File: src/rtl/updown_counter.sv
// Parametrised up/down counter with modulus, enable prescaler, parallel load and wrap/saturate mode.
// Latency: count/tick/wrap update on the same rising edge as the step, load or reset; tc is combinational from count and up.
// Backpressure: none; en gates progress, and prescaler phase and count hold while en is low.
module updown_counter #(
    parameter int unsigned     WIDTH    = 4,
    parameter longint unsigned MODULUS  = 16,
    parameter int unsigned     PRESCALE = 1
) (
    input  logic             clk,
    input  logic             rst,
    input  logic             en,
    input  logic             up,
    input  logic             sat,
    input  logic             load,
    input  logic [WIDTH-1:0] load_val,
    output logic [WIDTH-1:0] count,
    output logic             tick,
    output logic             wrap,
    output logic             tc
);

    // Prescaler needs to hold 0..PRESCALE-1; one spare bit keeps PRESCALE=1 legal.
    localparam int unsigned PW = $clog2(PRESCALE) + 1;

    // Highest legal count value; MODULUS may equal 2**WIDTH, so compute in 64 bits.
    localparam logic [WIDTH-1:0] MAX_CNT  = WIDTH'(MODULUS - 64'd1);
    localparam logic [PW-1:0]    PRE_LAST = PW'(PRESCALE - 1);

    logic [PW-1:0]    pre;
    logic             step;
    logic             at_top;
    logic             at_bot;
    logic [WIDTH-1:0] load_clamped;

    // A step happens on the enabled edge where the prescaler completes its period.
    assign step   = en && (pre == PRE_LAST);
    assign at_top = (count == MAX_CNT);
    assign at_bot = (count == '0);

    // Out-of-range load values pin to the top of the range rather than aliasing.
    assign load_clamped = (64'(load_val) >= MODULUS) ? MAX_CNT : load_val;

    // Terminal count looks at the end of the range in the current direction.
    assign tc = up ? at_top : at_bot;

    // Counter, prescaler and status pulses: rst > load > step > hold.
    always_ff @(posedge clk) begin
        if (rst) begin
            count <= '0;
            pre   <= '0;
            tick  <= 1'b0;
            wrap  <= 1'b0;
        end else if (load) begin
            count <= load_clamped;
            pre   <= '0;
            tick  <= 1'b0;
            wrap  <= 1'b0;
        end else if (en) begin
            tick <= step;
            wrap <= 1'b0;
            if (step) begin
                pre <= '0;
                // Range-end compare comes before the add so count never leaves 0..MODULUS-1.
                if (up) begin
                    if (!at_top) begin
                        count <= count + WIDTH'(1);
                    end else if (!sat) begin
                        count <= '0;
                        wrap  <= 1'b1;
                    end
                end else begin
                    if (!at_bot) begin
                        count <= count - WIDTH'(1);
                    end else if (!sat) begin
                        count <= MAX_CNT;
                        wrap  <= 1'b1;
                    end
                end
            end else begin
                pre <= pre + PW'(1);
            end
        end else begin
            tick <= 1'b0;
            wrap <= 1'b0;
        end
    end

endmodule

File: config.mk
export PLATFORM = sky130hd
export DESIGN_NAME = updown_counter
export DESIGN_NICKNAME = d
export VERILOG_FILES = /design/src/rtl/updown_counter.sv
export SDC_FILE = /design/constraint.sdc
export NUM_CORES = 1
export LEC_CHECK = 0
export ABC_AREA = 1
export CAP_MARGIN = 15
export CORE_MARGIN = 2
export CORE_UTILIZATION = 40
export CTS_CLUSTER_DIAMETER = 40
export DETAILED_ROUTE_END_ITERATION = 7
export MAX_ROUTING_LAYER = met4
export PLACE_DENSITY_LB_ADDON = 0.3
export SKIP_LAST_GASP = 1
export SYNTH_ARGS = -nofsm -noshare
export SYNTH_HDL_FRONTEND = slang
export SYNTH_SLANG_ARGS = --single-unit
export TNS_END_PERCENT = 1
File: constraint.sdc
create_clock -name clk -period 1.54 [get_ports clk]
set_clock_uncertainty 0.15 [all_clocks]
set_input_delay 0.231 -clock clk [delete_from_list [all_inputs] [get_ports clk]]
set_output_delay 0.231 -clock clk [all_outputs]
set_load 0.02 [all_outputs]
==> impl_metrics.yaml <==
outcome:
  status: "finished, violations left"
  violations: "setup timing"
global_routing:
  grt_use_total_pct: 17.9
  grt_antenna_before_repair: 0
  grt_pass1_wl_um: 2420
  grt_pass1_vias: 580
  grt_max_degree: 8
  grt_overflow: 0
clocking:
  clkSinkCount: 7
  cts_tree: "yes"
  post-cts-setup-buffers: 0
  clk_pin_slew_ns: 0.06
  cts_max_level: 1
  root_buffer: "clkbuf_4"
  hold_buffers: 0
  cts_made_buffers: 3
  clock_latency_ns: 0.25
  cts_buffer_depth: 2
die:
  initial_core_util_pct: 43.3
  fp.dieW_um: 41.5
  coreArea_um2: 1300
  design.die.area_um2: 1720
  row_count: 13
  ios: 17
  die_h_um: 41.5
timing:
  fin_hold_ws_ns: 0.302
  setup_slack_ns: -0.159
  hold_violations: 0
  fmax_mhz: 589
  min_period_over_period_pct: 110
  worst_slew_pin_slew_ns: 0.339
  fin_crit_ns: 1.70
  relSlewSlack_pct: 77.3
  drv_slew: 0
  rsz0062_at_grt: "yes"
  fin_tns_setup_ns: -0.473
  setup_viol: 6
drt:
  wirelength_um: 1490
  wl_per_cell_um: 10.4
  route.met3.wl_um: 52
  via_per_inst: 4.65
  routed-wl-met2_um: 721
  dr.max_layer_used: "met3"
  drt_iter0_markers: 17
  num_vias: 665
  drc: 0
  ant_nets: 0
  dr.pass1.iters: 4
  m1WireLength_um: 716
placement:
  preCtsSetupSlack_ns: -0.484
  dp_cells: 139
  port_buffers: 16
  place_congestion: 0.780
  dp_hpwl_um: 1240
  place_area_um2: 875
pwr:
  vdd.ir_drop.worst_uv: 403
  p_leak_nw: 0.480
  clockPowerShare_pct: 26.2
  internal-power_uw: 424
  finalPower_uw: 632
  seq_power_share_pct: 32.3
  netSwitchingFraction_pct: 33.0
  p_sw_uw: 209
  pwr-share-comb_pct: 41.5
  p_per_area_nw_per_um2: 705
min_path:
  hold_path_depth: 2
  hold_class: "reg -> reg"
synth:
  ys_ff_latch: 7
  synth.distinct_cells: 23
  synth_area_um2: 563
  ys_seq_area_share_pct: 24.9
  yosys_warnings: 0
  synth_nets: 103
  synth.avg_cell_area_um2: 6.19
  synth_cells: 91
final_layout:
  layout-drive-gt1-share_pct: 30.5
  design_area_um2: 897
  area_growth_pct: 59.3
  final_cells: 143
  antennaDiodeCount: 0
  final_nets: 141
  final_util_pct: 68.9
  layout_common_cells: "23 x nand2_1, 18 x buf_4, 13 x clkdlybuf4s50_1"
  final_common_cell: "nand2_1"
critical_path:
  rr_worst_depth: 12
  required_ns: 1.16
  critPathKind: "reg -> out"
  critical_path_arrival_ns: 1.32
  crit_path_start_kind: "flip-flop"
  crit_fanout: 4
  endpoint_kind: "primary output"
flow_run:
  cap_violations: 0
[Yosys cell counts (all sizes together)]
cell	instances	share of area, %
nand2	29	25
inv	14	9.8
nor2	13	9.1
nand3	10	9.8
dfxtp	7	25
a21oi	5	5.8
o21ai	4	3.6
clkinv	2	1.6
ha	2	4.4
buf	1	1.3
nand4	1	1.1
nor3	1	0.89
nor4	1	1.1
o21bai	1	2.0
[critical path, stage by stage, from the launching register on]
cell and delay [ns]:
dfxtp_2 0.35, buf_4 0.11, clkdlybuf4s50_1 0.61
[path summary, 6_finish.rpt]
kind / slack (ns) / to / startpoint
worst max-delay path: -0.16 / count[0] / count[0]
worst min-delay path: 0.30 / pre / pre
worst max register to register: -0.03 / count[3] / count[0]
worst min register to register: 0.30 / pre / pre
[cell type report]
type	count	area, µm²
sequential	7	143
multi-input combinational	67	354
tap	15	18.8
fill	123	404
inverter	16	63.8
clock buffer	4	26.3
timing repair buffer	34	292
[layer usage]
metal	up-vias	GRT usage (%)
met5	-	-
met4	0	1.94
met3	0	2.61
met2	14	29.7
met1	291	23.8
li1	360	-
[sequential cells by signal, indices dropped and copies added (netlist names)]
register and count:
count 4, pre 1, tick 1, wrap 1
[cell families (layout without fill, tap and decap cells)]
family / after synthesis / count (layout) / synth area share (%)
simple gates: 55 / 55 / 46.7
buf+inv: 17 / 54 / 12.7
compound gates: 10 / 10 / 11.3
flops: 7 / 7 / 24.9
fa+ha+maj: 2 / 2 / 4.44
[power groups by stage]
stage | registers [mW] | logic (mW) | clock network [mW]
final | 0.204 | 0.262 | 0.166
after floorplan | 0.225 | 0.114 | 0
after global placement | 0.208 | 0.260 | 0
after detailed placement | 0.208 | 0.266 | 0
after global routing | 0.206 | 0.289 | 0.173
after CTS | 0.205 | 0.263 | 0.165
[timing repair]
action,4_1_cts,5_1_grt
resized for setup,5,1
cloned,0,0
setup endpoints to repair,9,10
Note: power is estimated with default switching activity, not from simulation.
